### src/rtl/pong_ctrl_regs_if.sv
`default_nettype none
// +------------------------------------------------------------------+
// | Module   : pong_ctrl_regs_if                                     |
// | Brief    : XB data-memory bus seen by the pong register block    |
// | Revision : 1.0                                                   |
// +------------------------------------------------------------------+
interface pong_ctrl_regs_if;
  logic       dm_sel;
  logic [7:0] ramadr;
  logic       ramwe;
  logic       ramre;
  logic [7:0] dbus_in;
  logic [7:0] dbus_out;
  logic       io_out_en;

  modport master (
    output dm_sel, ramadr, ramwe, ramre, dbus_in,
    input  dbus_out, io_out_en
  );

  modport slave (
    input  dm_sel, ramadr, ramwe, ramre, dbus_in,
    output dbus_out, io_out_en
  );
endinterface
`default_nettype wire

### src/rtl/pong_ctrl_regs.sv
`default_nettype none
// +------------------------------------------------------------------+
// | Module   : pong_ctrl_regs                                        |
// | Brief    : XB-bus paddle/control/score registers, pulses and POR |
// | Revision : 1.0                                                   |
// +------------------------------------------------------------------+
module pong_ctrl_regs #(
  parameter int         NUM_PADDLES = 2,
  parameter logic [7:0] BASE_ADDR   = 8'hE0,
  parameter int         PAD_RST     = 100,
  parameter int         PULSE_LEN   = 10,
  parameter int         POR_WAIT    = 20,
  parameter int         POR_WIDTH   = 380,
  parameter int         SCORE_W     = 4
) (
  input  logic                           sys_clk,
  input  logic                           rst_clk,
  pong_ctrl_regs_if.slave                bus,
  input  logic [NUM_PADDLES-1:0]         point_evt_i,
  output logic [8*NUM_PADDLES-1:0]       pad_pos_o,
  output logic [SCORE_W*NUM_PADDLES-1:0] scores_o,
  output logic [1:0]                     ball_speed_o,
  output logic                           demo_mode_o,
  output logic                           serv_ball_o,
  output logic                           game_rst_o,
  output logic                           game_rst_n_o
);

  localparam logic [7:0] c_off_cr  = 8'(NUM_PADDLES);
  localparam logic [7:0] c_off_sr  = 8'(NUM_PADDLES + 1);
  localparam logic [7:0] c_off_sc  = 8'(NUM_PADDLES + 2);
  localparam logic [7:0] c_span    = 8'(2 * NUM_PADDLES + 2);
  localparam logic [7:0] c_pulse   = 8'(PULSE_LEN);
  localparam logic [7:0] c_pad_rst = 8'(PAD_RST);
  localparam int         c_por_w   = $clog2(POR_WAIT + POR_WIDTH + 1);
  localparam logic [c_por_w-1:0] c_por_init = c_por_w'(POR_WAIT + POR_WIDTH);
  localparam logic [c_por_w-1:0] c_por_low  = c_por_w'(POR_WIDTH);

  logic [7:0]         pad_q     [NUM_PADDLES];
  logic [7:0]         pad_d     [NUM_PADDLES];
  logic [SCORE_W-1:0] score_q   [NUM_PADDLES];
  logic [SCORE_W-1:0] score_d   [NUM_PADDLES];
  logic [1:0]         speed_q,     speed_d;
  logic               demo_q,      demo_d;
  logic [7:0]         serve_cnt_q, serve_cnt_d;
  logic [7:0]         grst_cnt_q,  grst_cnt_d;
  logic [c_por_w-1:0] por_cnt_q,   por_cnt_d;

  logic [7:0] offset;
  logic       hit;
  logic       wr_en;
  logic       rd_en;
  logic       cr_wr;
  logic       score_clr;
  logic       por_done;
  logic [7:0] rd_data;

  // Offset arithmetic wraps, so addresses below BASE_ADDR land far outside the span.
  assign offset = bus.ramadr - BASE_ADDR;
  assign hit    = (offset < c_span);
  assign wr_en  = bus.dm_sel & bus.ramwe & hit;
  assign rd_en  = bus.dm_sel & bus.ramre & hit;
  assign cr_wr  = wr_en & (offset == c_off_cr);

  assign serv_ball_o  = (serve_cnt_q != 8'd0);
  assign game_rst_o   = (grst_cnt_q  != 8'd0);
  assign por_done     = (por_cnt_q == '0);
  assign game_rst_n_o = !((por_cnt_q != '0) && (por_cnt_q <= c_por_low));
  assign ball_speed_o = speed_q;
  assign demo_mode_o  = demo_q;

  // The reset-strobe write itself also clears, so a point landing in that
  // cycle never shows up during the pulse.
  assign score_clr = game_rst_o | (cr_wr & bus.dbus_in[0]);

  always_comb begin
    for (int i = 0; i < NUM_PADDLES; i++) begin
      pad_d[i]   = pad_q[i];
      score_d[i] = score_q[i];
      if (wr_en && (offset == 8'(i))) begin
        pad_d[i] = bus.dbus_in;
      end
      if (score_clr) begin
        score_d[i] = '0;
      end else if (point_evt_i[i] && (score_q[i] != '1)) begin
        score_d[i] = score_q[i] + SCORE_W'(1);
      end
    end
  end

  always_comb begin
    speed_d     = speed_q;
    demo_d      = demo_q;
    serve_cnt_d = (serve_cnt_q != 8'd0) ? serve_cnt_q - 8'd1 : serve_cnt_q;
    grst_cnt_d  = (grst_cnt_q  != 8'd0) ? grst_cnt_q  - 8'd1 : grst_cnt_q;
    por_cnt_d   = (por_cnt_q != '0) ? por_cnt_q - c_por_w'(1) : por_cnt_q;
    if (cr_wr) begin
      speed_d = bus.dbus_in[3:2];
      demo_d  = bus.dbus_in[7];
      if (bus.dbus_in[1]) begin
        serve_cnt_d = c_pulse;
      end
      if (bus.dbus_in[0]) begin
        grst_cnt_d = c_pulse;
      end
    end
  end

  always_ff @(posedge sys_clk or posedge rst_clk) begin
    if (rst_clk) begin
      for (int i = 0; i < NUM_PADDLES; i++) begin
        pad_q[i]   <= c_pad_rst;
        score_q[i] <= '0;
      end
      speed_q     <= 2'b01;
      demo_q      <= 1'b1;
      serve_cnt_q <= 8'd0;
      grst_cnt_q  <= 8'd0;
      por_cnt_q   <= c_por_init;
    end else begin
      pad_q       <= pad_d;
      score_q     <= score_d;
      speed_q     <= speed_d;
      demo_q      <= demo_d;
      serve_cnt_q <= serve_cnt_d;
      grst_cnt_q  <= grst_cnt_d;
      por_cnt_q   <= por_cnt_d;
    end
  end

  always_comb begin
    rd_data = 8'h00;
    if (rd_en) begin
      if (offset == c_off_cr) begin
        rd_data = {demo_q, 3'b000, speed_q, 2'b00};
      end else if (offset == c_off_sr) begin
        rd_data = {demo_q, 4'b0000, por_done, game_rst_o, serv_ball_o};
      end else begin
        for (int i = 0; i < NUM_PADDLES; i++) begin
          if (offset == 8'(i)) begin
            rd_data = pad_q[i];
          end
          if (offset == (c_off_sc + 8'(i))) begin
            rd_data = 8'(score_q[i]);
          end
        end
      end
    end
  end

  assign bus.dbus_out  = rd_data;
  assign bus.io_out_en = rd_en;

  for (genvar gi = 0; gi < NUM_PADDLES; gi++) begin : g_out
    assign pad_pos_o[8*gi +: 8]            = pad_q[gi];
    assign scores_o[SCORE_W*gi +: SCORE_W] = score_q[gi];
  end

endmodule
`default_nettype wire
### src/flat_wrapper.sv
// flat-port wrapper written by rule: the top's interface ports become plain ports
module pong_ctrl_regs_flat 
#(
  parameter int         NUM_PADDLES = 2,
  parameter logic [7:0] BASE_ADDR   = 8'hE0,
  parameter int         PAD_RST     = 100,
  parameter int         PULSE_LEN   = 10,
  parameter int         POR_WAIT    = 20,
  parameter int         POR_WIDTH   = 380,
  parameter int         SCORE_W     = 4
)
  (sys_clk, rst_clk, point_evt_i, pad_pos_o, scores_o, ball_speed_o, demo_mode_o, serv_ball_o, game_rst_o, game_rst_n_o, bus_dm_sel, bus_ramadr, bus_ramwe, bus_ramre, bus_dbus_in, bus_dbus_out, bus_io_out_en);
  pong_ctrl_regs_if bus_i ();
  input  logic sys_clk;
  input  logic rst_clk;
  input  logic [NUM_PADDLES-1:0] point_evt_i;
  output logic [8*NUM_PADDLES-1:0] pad_pos_o;
  output logic [SCORE_W*NUM_PADDLES-1:0] scores_o;
  output logic [1:0] ball_speed_o;
  output logic demo_mode_o;
  output logic serv_ball_o;
  output logic game_rst_o;
  output logic game_rst_n_o;
  input wire logic [$bits(bus_i.dm_sel)-1:0] bus_dm_sel;
  input wire logic [$bits(bus_i.ramadr)-1:0] bus_ramadr;
  input wire logic [$bits(bus_i.ramwe)-1:0] bus_ramwe;
  input wire logic [$bits(bus_i.ramre)-1:0] bus_ramre;
  input wire logic [$bits(bus_i.dbus_in)-1:0] bus_dbus_in;
  output wire logic [$bits(bus_i.dbus_out)-1:0] bus_dbus_out;
  output wire logic [$bits(bus_i.io_out_en)-1:0] bus_io_out_en;
  assign bus_i.dm_sel = bus_dm_sel;
  assign bus_i.ramadr = bus_ramadr;
  assign bus_i.ramwe = bus_ramwe;
  assign bus_i.ramre = bus_ramre;
  assign bus_i.dbus_in = bus_dbus_in;
  assign bus_dbus_out = bus_i.dbus_out;
  assign bus_io_out_en = bus_i.io_out_en;
  pong_ctrl_regs #(.NUM_PADDLES(NUM_PADDLES), .BASE_ADDR(BASE_ADDR), .PAD_RST(PAD_RST), .PULSE_LEN(PULSE_LEN), .POR_WAIT(POR_WAIT), .POR_WIDTH(POR_WIDTH), .SCORE_W(SCORE_W)) u_core (.sys_clk(sys_clk), .rst_clk(rst_clk), .bus(bus_i), .point_evt_i(point_evt_i), .pad_pos_o(pad_pos_o), .scores_o(scores_o), .ball_speed_o(ball_speed_o), .demo_mode_o(demo_mode_o), .serv_ball_o(serv_ball_o), .game_rst_o(game_rst_o), .game_rst_n_o(game_rst_n_o));
endmodule
### config.mk
export PLATFORM = sky130hd
export DESIGN_NAME = pong_ctrl_regs_flat
export DESIGN_NICKNAME = d
export VERILOG_FILES = /design/src/rtl/pong_ctrl_regs_if.sv /design/src/rtl/pong_ctrl_regs.sv /design/src/flat_wrapper.sv
export SDC_FILE = /design/constraint.sdc
export NUM_CORES = 1
export LEC_CHECK = 0
export BUFFER_PORTS_ARGS = -buffer_cell sky130_fd_sc_hd__buf_2
export CORE_ASPECT_RATIO = 1.1
export CORE_UTILIZATION = 50
export DETAILED_ROUTE_END_ITERATION = 10
export GPL_ROUTABILITY_DRIVEN = 0
export PLACE_DENSITY = 0.71
export SYNTH_ARGS = -nofsm -noshare
export SYNTH_HDL_FRONTEND = slang
export SYNTH_SLANG_ARGS = --single-unit
### constraint.sdc
create_clock -name sys_clk -period 2.4 [get_ports sys_clk]
set_clock_uncertainty 0.05 [all_clocks]
set_input_delay 0.24 -clock sys_clk [delete_from_list [all_inputs] [get_ports sys_clk]]
set_output_delay 0.24 -clock sys_clk [all_outputs]
set_load 0.05 [all_outputs]
==> summary.txt, run 1 <==
Power
  – Overall power: approximately 2.0 mW
  – PwrDens: 586.5 mW/mm²
  – Static leakage: 1.706 nW
  – Peak VDD IR: 0.3161 mV

Yosys
  – Netlist cell types: 53
  – Sequential area share after synthesis: 46.20%
  – Post-Syn Area: 0.002846 mm²
  – #FFs+latches synth: 52
  – Post-Syn Area per Cell: 10.66 µm²
  – Ranking of synthesized cells by area: dfrtp_1, dfstp_2, mux2_1, mux2_4, nor3_1
  – Post-synth ARST share: 100.0%
  – YS warnings: 0
  – Yosys top cell by area: dfrtp_1
  – Syn_nets: about 300
  – Post-synth top flop: dfrtp_1
  – Yosys top cell area share: 36.04%
  – Syn Inst Count: between 200 and 300
  – Number of synthesized flops with an enable pin: 0

Routing
  – Via count: 2244
  – Final wirelength: 6.334 mm
  – Detailed Route Iter0 Violations: between 150 and 200
  – Pre-Repair DR Iteration Count: 4
  – Drc violations: 0
  – Wire length per cell: 15.34 µm
  – Antenna-violating nets left: 0
  – Number of vias per cell: 5.433

Finish
  – Nets: 367
  – Most frequent cells in the layout: buf_2, dfrtp_1, nor2_1
  – Area grow syn2layout: 21.19%
  – Finished Layout Cells: just over 400
  – Fillers: 445
  – Layout cells sized above 1: a little over a third
  – # diodes: 0
  – Layout Utilization: 63.53%
  – Most common cell after layout, fill and taps aside: buf_2

Floorplan
  – Core ar.: 0.005430 mm²
  – Die width: 73.94 µm
  – Row count: 28
  – Die Y: roughly 80 µm
  – IO Count: 62
  – Die footprint: between 0.005 and 0.006 mm²
  – Initial core utilization: 52.42%

CTS
  – Skew-Pair Late Insertion Delay: 0.32 ns
  – Root Buffer: clkbuf_8
  – Number of CTS-inserted buffers: 5
  – Worst-path clk slew: 0.09 ns
  – CTS tree: built
  – Clock Sinks: 52
  – H-tree depth: 2
  – Clock Path Buffers: 2

Status
  – Status: finished, final reports clean

STA
  – Final period util: 96.39%
  – Slew Limit Fails: 0
  – Setup TNS: 0 ns
  – Min cycle time layout: 2.313 ns
  – Max-slew headroom: 48.21%
  – Final hold violations: 0
  – Setup violations, final: 0
  – Worst Max-Slew Pin Slew: around 0.77 ns
  – FMAX: 0.4323 GHz
  – Hold WS: roughly 0.10 ns

Setup path
  – WP data arrival: 2.02 ns
  – Critical Setup Path Class: reg2out
  – Crit Path Max Fanout: 3
  – Req. time, crit path: approximately 2.1 ns
  – Crit. End Element: primary output
  – Startpoint Class: flop

Placement
  – Placed cell count: 401
  – Port Buf Inserts: 61
  – DP Wirelength: roughly 4.6 mm

Run
  – MaxCap Viol Count: 0

Global routing
  – Largest net degree at the start of global routing: 29
  – Antenna violations before repair: 0
  – First-pass GRT wire length: 10.25 mm
  – GRT Resource Usage Total: between 20 and 25%
  – Vias in the first global route: 2107
  – Grt ovf: 0

Hold path
  – Hold Path Class: in2reg
cell type report:
cell class / count / area [µm²] / share of cell area (%)
tap: 75 / 93.84 / 2.720
inverter: 12 / 45.04 / 1.306
sequential: 52 / 1315 / 38.12
multi-input combinational: 194 / 1499 / 43.45
clock buffer: 6 / 72.57 / 2.104
timing repair buffer: 72 / 411.6 / 11.93
clock inverter: 2 / 12.51 / 0.3627
state kept, by name, summed over array words and instances, names as in the netlist:
register	flops
u_core.scores_o	8
u_core.ball_speed_o	2
u_core.serve_cnt_q	8
u_core.demo_mode_o	1
u_core.por_cnt_q	9
u_core.pad_pos_o	16
u_core.grst_cnt_q	8
Yosys cell counts, types with 3 or more instances:
library cell and instances:
o21ai_0 3, dfrtp_1 41, nor4_1 5, inv_1 8, inv_2 3, nor2b_1 3
mux2_1 11, dfstp_2 11, nand3_1 10, clkbuf_1 6, mux2i_1 8, or3_1 4
and3_1 6, nand2_1 11, or4_1 4, nor3_1 20, and4_1 3, o21ai_1 6
mux2_4 8, xor2_1 10, ha_1 7, nand2b_1 5, xnor2_1 10, a21oi_1 9
nor2_1 21
worst max-delay path, stage by stage, from the launching register on:
cell,delay [ns]
dfrtp_1,0.41
inv_1,0.09
ha_1,0.20
nor4b_4,0.26
and3_1,0.22
o2111ai_1,0.13
o21ai_1,0.14
clkbuf_4,0.27
report_power, final:
group	internal [mW]	switching [mW]
Clock	0.205	0.297
Combinational	0.196	0.213
Sequential	0.986	0.127
timing repair:
action,in CTS,in global routing
hold buffers,1,0
endpoints found under the hold margin,23,0
endpoints found under the setup margin,2,3
pin swaps,0,2
buffers inserted,0,3
resized for setup,2,9
layer usage:
layer | GRT usage [%] | wire length (µm) | vias up
met4 | 6.731 | 96 | 0
met2 | 36.27 | 3139 | 52
met1 | 30.54 | 2867 | 1087
li1 | - | - | 1096
met5 | 0 | 0 | -
met3 | 3.970 | 231 | 9
stage by stage:
step           cell area [µm²]  setup WS (ns)
4_1_cts                   3385        0.01846
3_5_place_dp              3281         0.1753
2_1_floorplan             2863        -0.1601
5_1_grt                   3450       -0.06190
3_3_place_gp              3281         0.2074
6_report                  3450        0.08669
path summary, 6_finish.rpt:
path / slack, ns / endpoint / cells after the start / start
setup reg to reg: 0.64 / u_core.por_cnt_q[8] / 4 / u_core.por_cnt_q[3]
min in group asynchronous: 0.47 / u_core.serve_cnt_q[5] / 3 / rst_clk
hold / removal: 0.10 / u_core.pad_pos_o[12] / 2 / bus_dbus_in[4]
hold reg to reg: 0.46 / u_core.por_cnt_q[0] / 1 / u_core.por_cnt_q[0]
setup / recovery: 0.09 / bus_dbus_out[2] / 7 / u_core.por_cnt_q[0]
max in group asynchronous: 1.20 / u_core.por_cnt_q[8] / 4 / rst_clk
cells by family after synthesis:
group	Yosys count	synth area share, %
xor gates and xnor gates	20	6.154
DFF	52	46.20
and+or+nand+nor	110	22.24
buffers and inverters	21	3.209
adders and majority gates	7	3.077
muxes	29	12.97
AOI/OAI and AO/OA	28	6.154
No activity file was read; power rests on OpenSTA's default activity.
==> inputs of run 2 (changes only) <==
--- a/config.mk
+++ b/config.mk
@@ -7,10 +7,10 @@
 export LEC_CHECK = 0
 export BUFFER_PORTS_ARGS = -buffer_cell sky130_fd_sc_hd__buf_2
 export CORE_ASPECT_RATIO = 1.1
-export CORE_UTILIZATION = 50
+export CORE_UTILIZATION = 30
 export DETAILED_ROUTE_END_ITERATION = 10
 export GPL_ROUTABILITY_DRIVEN = 0
-export PLACE_DENSITY = 0.71
+export PLACE_DENSITY = 0.46
 export SYNTH_ARGS = -nofsm -noshare
 export SYNTH_HDL_FRONTEND = slang
 export SYNTH_SLANG_ARGS = --single-unit
==> summary.txt, run 2 (synthesized netlist as in run 1, its figures left out) <==
Status
  – Status: finished, final reports clean

Routing
  – DR top layer: met4
  – Final wirelength: 6.818 mm (+7.6%)
  – DRT met1 WL: 3.264 mm (+14%)
  – Number of vias per cell: 4.954 (-8.8%)
  – Wire length per cell: 14.98 µm (-2.3%)
  – Pre-Repair DR Iteration Count: 4 (unchanged)
  – Metal3 WL: 289 µm (+25%)
  – Drc violations: 0 (unchanged)
  – Via count: 2254 (+0.45%)
  – WL met2: 3.172 mm (+1.1%)
  – Detailed Route Iter0 Violations: 78 (-49%)
  – Antenna-violating nets left: 0 (unchanged)

Finish
  – # diodes: 0 (unchanged)
  – Fillers: 910 (+100%)
  – Most frequent cells in the layout: buf_2, dfrtp_1, nor2_1
  – FF/Latch Area: 0.001315 mm² (unchanged)
  – Multi-input gate area: 0.001489 mm² (-0.67%)
  – Layout cells sized above 1: 35.19% (about the same)
  – Final Cell Area: 0.003505 mm² (+1.6%)
  – Max reg flops: 16 (unchanged)
  – Nets: 370 (+0.82%)
  – Finished Layout Cells: 455 (+10%)
  – Most common cell after layout, fill and taps aside: buf_2
  – Layout Utilization: 38.71% (-25 points)
  – Area grow syn2layout: 23.12%

Floorplan
  – Row count: 36 (+29%)
  – Initial core utilization: 31.44% (-21 points)
  – IO Count: 62 (unchanged)
  – Core ar.: 0.009054 mm² (+67%)
  – Die footprint: 0.009882 mm² (+65%)
  – Die Y: 104.2 µm (+28%)
  – Die width: 94.88 µm (+28%)

STA
  – Worst Max-Slew Pin Slew: 0.8616 ns (+0.09313 ns)
  – Slew Limit Fails: 0 (unchanged)
  – Setup violations, final: 0 (unchanged)
  – RSZ-0062 raised after global routing: false
  – Final hold violations: 0 (unchanged)
  – FMAX: 0.4446 GHz (+2.8%)
  – Setup TNS: 0 ns (unchanged)
  – Min cycle time layout: 2.249 ns (-0.06388 ns)
  – Final period util: 93.73% (-2.7 points)
  – Max-slew headroom: 41.93% (-6.3 points)
  – Setup WS post-layout: 0.1506 ns (+0.06388 ns)
  – Hold WS: 0.1154 ns (+0.01406 ns)

Global routing
  – Antenna violations before repair: 0 (unchanged)
  – Vias in the first global route: 2293 (+8.8%)
  – GRT Resource Usage Total: 14.92% (-7.5 points)
  – Grt ovf: 0 (unchanged)
  – Largest net degree at the start of global routing: 50 (+72%)
  – First-pass GRT wire length: 11.68 mm (+14%)

Setup path
  – R2r worst-path depth: 5 (+1)
  – WP data arrival: 1.96 ns (-0.06 ns)
  – Critical Setup Path Class: reg2out
  – Startpoint Class: flop
  – Crit. End Element: primary output
  – Req. time, crit path: 2.11 ns (about the same)
  – Crit Path Max Fanout: 3 (unchanged)

Power
  – P_sw: 623.3 µW (-2.1%)
  – Sequential share of power: 55.2% (+0.2 points)
  – Comb power frac: 20.3% (about the same)
  – Power share of the clock group: 24.5% (-0.3 points)
  – Internal cell power: 1.382 mW (-0.35%)
  – Overall power: 2.005 mW (-0.89%)
  – Sw Ratio: 31.08% (-0.38 points)
  – PwrDens: 572.2 mW/mm² (-2.5%)
  – Static leakage: 1.723 nW (+1.0%)
  – Peak VDD IR: 0.2354 mV (-26%)

Placement
  – Placed cell count: 444 (+11%)
  – Placed Area: 0.003359 mm² (+2.4%)
  – Port Buf Inserts: 61 (unchanged)
  – DP Wirelength: 5.121 mm (+11%)
  – Worst slack, placed: 0.1694 ns (-0.005938 ns)

CTS
  – Clock Sinks: 52 (unchanged)
  – Clock Path Buffers: 2 (unchanged)
  – Worst-path clk slew: 0.10 ns (about the same)
  – Number of CTS-inserted buffers: 5 (unchanged)
  – Skew-Pair Late Insertion Delay: 0.30 ns (-0.02 ns)
  – CTS tree: built
  – Root Buffer: clkbuf_8
  – H-tree depth: 2 (unchanged)

Hold path
  – Hold Path Class: in2reg
  – Worst Hold Depth: 2 (unchanged)

Run
  – MaxCap Viol Count: 0 (unchanged)
-- run 2: cell types whose count changed in the layout (fill, tap and decap cells not counted) --
cell | before | now
a22oi_1 | 1 | 2
clkinv_2 | 1 | 2
a22oi_2 | 1 | 0
clkbuf_4 | 1 | 0
and3_1 | 5 | 6
buf_4 | 9 | 14
clkinvlp_4 | 1 | 0
buf_6 | 1 | 0
clkinv_1 | 1 | 2
clkbuf_1 | 1 | 0
and3_4 | 1 | 0
-- run 2: worst max-delay path: stages (launching register included) --
cell     delay [ns]
dfrtp_1        0.41
inv_1          0.07
ha_1           0.17
nor3b_4        0.21
nand2_2        0.10
nor3_4         0.16
inv_2          0.07
a22oi_1        0.22
nor3_2         0.06
buf_4          0.19
-- run 2: timing repair --
action                                 in CTS  in global routing
setup buffers                               0                  2
setup endpoints to repair                   1                  3
gates resized for setup                     1                  9
endpoints found under the hold margin      27                  0
hold buffers                                1                  0
-- run 2: worst paths after layout --
path	from	to	slack, ns
setup reg to reg	u_core.serve_cnt_q[0]	u_core.serve_cnt_q[7]	0.63
hold reg to reg	u_core.por_cnt_q[0]	u_core.por_cnt_q[0]	0.44
min in group asynchronous	rst_clk	u_core.por_cnt_q[1]	0.30
hold / removal	bus_dbus_in[5]	u_core.pad_pos_o[13]	0.12
setup / recovery	u_core.serve_cnt_q[0]	bus_dbus_out[0]	0.15
max in group asynchronous	rst_clk	u_core.por_cnt_q[4]	1.48
-- run 2: layout make-up --
class / instances / share of cell area (%)
Tap cell: 114 / 4.070
Clock inverter: 3 / 0.3927
Sequential cell: 52 / 37.52
Inverter: 12 / 1.285
Clock buffer: 5 / 1.964
Timing Repair Buffer: 75 / 12.28
Multi-Input combinational cell: 194 / 42.48
-- run 2: power by group through the flow --
stage / Clock, mW / Combinational (mW) / Sequential, mW
2_1_floorplan: 0 / 0.293 / 1.11
3_3_place_gp: 0 / 0.393 / 1.11
3_5_place_dp: 0 / 0.394 / 1.12
4_1_cts: 0.511 / 0.400 / 1.10
5_1_grt: 0.548 / 0.470 / 1.13
6_report: 0.491 / 0.408 / 1.11
-- run 2: routing by layer --
metal	track usage, %	vias to the layer above
li1	-	1104
met1	21.59	1091
met2	22.30	51
met3	2.997	8
met4	4.329	0
met5	0	-
==> inputs of run 3 (changes only) <==
--- a/config.mk
+++ b/config.mk
@@ -5,6 +5,7 @@
 export SDC_FILE = /design/constraint.sdc
 export NUM_CORES = 1
 export LEC_CHECK = 0
+export ABC_AREA = 1
 export BUFFER_PORTS_ARGS = -buffer_cell sky130_fd_sc_hd__buf_2
 export CORE_ASPECT_RATIO = 1.1
 export CORE_UTILIZATION = 30
==> summary.txt, run 3 <==
Status
  – Status: finished, final reports clean

Power
  – Power share of the clock group: 30.2% (+5.7 points)
  – Overall power: 1.998 mW (-0.35%)
  – Internal cell power: 1.429 mW (+3.4%)
  – P_sw: 569.7 µW (-8.6%)
  – Sw Ratio: 28.51% (-2.6 points)
  – Peak VDD IR: 0.2433 mV (+3.3%)
  – Comb power frac: 18.4% (-1.9 points)
  – Static leakage: 1.859 nW (+7.9%)
  – PwrDens: 552.1 mW/mm² (-3.5%)
  – Sequential share of power: 51.4% (-3.8 points)

Setup path
  – CP Cell Sequence: buf_2 -> ha_1 -> inv_1 -> nand3_2 -> nor2_4 -> nand2_1 -> nor2_4 -> inv_1 -> o21ai_0 -> a21oi_4 -> buf_2
  – Crit. End Element: primary output
  – CP max stage delay: 0.30 ns (-0.11 ns)
  – Slowest CP cell: o21ai_0
  – WP data arrival: 1.98 ns (+0.02 ns)
  – Startpoint Class: primary input
  – Crit-path leading delay family: simple AND/OR/NAND/NOR gates
  – Critical Setup Path Class: in2out
  – Crit Path Max Fanout: 8 (+5)
  – Req. time, crit path: 2.11 ns (about the same)
  – Worst path bufs/invs: 4 (+1)

CTS
  – Skew-Pair Late Insertion Delay: 0.30 ns (about the same)
  – Worst-path clk slew: 0.10 ns (about the same)
  – CTS tree: built
  – Root Buffer: clkbuf_8
  – Clock Sinks: 52 (unchanged)
  – Number of CTS-inserted buffers: 5 (unchanged)
  – Clock Path Buffers: 2 (unchanged)
  – H-tree depth: 2 (unchanged)

Hold path
  – Hold Path Class: in2reg

Finish
  – # diodes: 0 (unchanged)
  – Most common cell after layout, fill and taps aside: nand2_1
  – Max reg flops: 16 (unchanged)
  – Layout cells sized above 1: 28.70% (-6.5 points)
  – Fillers: 1038 (+14%)
  – Most frequent cells in the layout: nand2_1, buf_2, inv_1
  – Nets: 468 (+26%)
  – Layout Utilization: 38.33% (-0.38 points)
  – Finished Layout Cells: 556 (+22%)
  – Area grow syn2layout: 23.16% (about the same)

Routing
  – Drc violations: 0 (unchanged)
  – Wire length per cell: 12.67 µm (-15%)
  – Via count: 2564 (+14%)
  – Detailed Route Iter0 Violations: 107 (+37%)
  – Pre-Repair DR Iteration Count: 4 (unchanged)
  – Antenna-violating nets left: 0 (unchanged)
  – Number of vias per cell: 4.612 (-6.9%)
  – Final wirelength: 7.046 mm (+3.3%)

Global routing
  – First-pass GRT wire length: 11.93 mm (+2.1%)
  – Antenna violations before repair: 0 (unchanged)
  – Vias in the first global route: 2501 (+9.1%)
  – GRT Resource Usage Total: 15.08% (+0.16 points)
  – Largest net degree at the start of global routing: 53 (+6.0%)
  – Grt ovf: 0 (unchanged)

Floorplan
  – Initial core utilization: 31.12% (-0.32 points)
  – Die footprint: 0.01020 mm² (+3.2%)
  – IO Count: 62 (unchanged)
  – Core ar.: 0.009444 mm² (+4.3%)
  – Die width: 96.38 µm (+1.6%)
  – Row count: 37 (+2.8%)
  – Die Y: 105.8 µm (+1.6%)

STA
  – FMAX: 0.4403 GHz (-0.95%)
  – RSZ-0062 raised after global routing: false
  – Final period util: 94.63% (+0.90 points)
  – Min cycle time layout: 2.271 ns (+0.02166 ns)
  – Slew Limit Fails: 0 (unchanged)
  – Setup WS post-layout: 0.1289 ns (-0.02166 ns)
  – Max-slew headroom: 75.28% (+33 points)
  – Final hold violations: 0 (unchanged)
  – Worst Max-Slew Pin Slew: 0.3680 ns (-0.4937 ns)
  – Setup violations, final: 0 (unchanged)

Yosys
  – Netlist cell types: 32 (-40%)
  – Syn_nets: 391 (+32%)
  – Post-Syn Area: 0.002939 mm² (+3.3%)
  – YS warnings: 0 (unchanged)
  – Most common cell in the netlist: nand2_1
  – Post-Syn Area per Cell: 8.141 µm² (-24%)
  – Number of synthesized flops with an enable pin: 0 (unchanged)
  – Synth cell count leaders: nand2_1, inv_1, dfrtp_1, nand3_1, nor2_1
  – Post-synth top flop: dfrtp_1
  – Syn Inst Count: 361 (+35%)
  – Ranking of synthesized cells by area: dfrtp_1, dfstp_2, nand2_1, inv_1, nand3_1
  – #FFs+latches synth: 52 (unchanged)
  – Post-synth ARST share: 100.0% (unchanged)
  – Yosys top cell area share: 34.91% (-1.1 points)
  – Yosys top cell by area: dfrtp_1
  – Sequential area share after synthesis: 44.74% (-1.5 points)

Placement
  – Port Buf Inserts: 61 (unchanged)
  – Placed cell count: 545 (+23%)
  – DP Wirelength: 5.479 mm (+7.0%)
  – Worst slack, placed: 0.1229 ns (-0.04651 ns)

Run
  – MaxCap Viol Count: 0 (unchanged)
## run 3: cell count changes after synthesis, sizes merged, moves of 6 or more
cell and change:
and3 -6, nor3 -14, nand3 +25, mux2 -19
nand2 +67, o21ai +23, mux2i -8, nor2 +22
clkbuf -6, xnor2 -8, a21oi +9, inv +39
## run 3: routing by layer
| metal | vias up | GRT usage [%] | share of wire [%] |
|---|---|---|---|
| li1 | 1319 | - | - |
| met5 | - | 0 | 0 |
| met4 | 0 | 4.097 | 1.2 |
| met1 | 1194 | 20.41 | 48 |
| met3 | 6 | 2.742 | 4.3 |
| met2 | 45 | 24.47 | 47 |
## run 3: layout make-up
cell class	count	area [µm²]	share of cell area, %
Timing Repair Buffer	75	430.4	11.89
Sequential cell	52	1315	36.33
Clock inverter	3	42.54	1.175
Tap cell	117	146.4	4.044
Multi-Input combinational cell	254	1426	39.41
Clock buffer	5	68.82	1.901
Inverter	50	190.2	5.254
## run 3: per-stage QoR
stage                     hold slack (ns)  TNS (ns)  instance area (µm²)
after floorplan                    0.3089  -0.02018                 2958
after global placement             0.2623         0                 3473
after detailed placement           0.2671         0                 3473
after CTS                         0.08594         0                 3595
after global routing              0.09914         0                 3620
final                              0.1002         0                 3620
## run 3: kinds of logic (layout without fill, tap and decap cells)
group	count (synthesis)	after routing	synth area share (%)
DFF	52	52	44.74
adders and majority gates	7	7	2.980
buffers and inverters	55	133	7.535
AOI/OAI and AO/OA	56	56	10.09
and+or+nand+nor	175	175	29.89
xor gates and xnor gates	16	16	4.768
## run 3: what timing repair did
item / in CTS / in global routing
setup buffers: 0 / 2
endpoints found under the hold margin: 41 / 0
resized for setup: 0 / 6
setup endpoints to repair: 0 / 3
hold buffers: 1 / 0
## run 3: tightest hold or removal path, cell delays in order
cell     delay [ns]
buf_2          0.10
inv_1          0.06
o21ai_1        0.07
## run 3: worst paths after layout
| kind | startpoint | endpoint | slack [ns] | depth (start not counted) |
|---|---|---|---|---|
| worst min register to register | u_core.por_cnt_q[0] | u_core.por_cnt_q[0] | 0.42 | 1 |
| worst min-delay path | bus_dbus_in[6] | u_core.pad_pos_o[6] | 0.10 | 3 |
| max in group asynchronous | rst_clk | u_core.pad_pos_o[10] | 1.54 | 4 |
| min in group asynchronous | rst_clk | u_core.serve_cnt_q[4] | 0.47 | 4 |
| worst max-delay path | bus_ramadr[5] | bus_dbus_out[2] | 0.13 | 11 |
| worst max register to register | u_core.serve_cnt_q[0] | u_core.serve_cnt_q[0] | 0.71 | 10 |
## run 3: power by group through the flow
stage	Sequential (mW)	Combinational, mW	Clock [mW]
6_report	1.03	0.368	0.604
5_1_grt	1.04	0.432	0.665
4_1_cts	1.03	0.372	0.637
3_5_place_dp	1.04	0.372	0
3_3_place_gp	1.04	0.365	0
2_1_floorplan	1.03	0.283	0
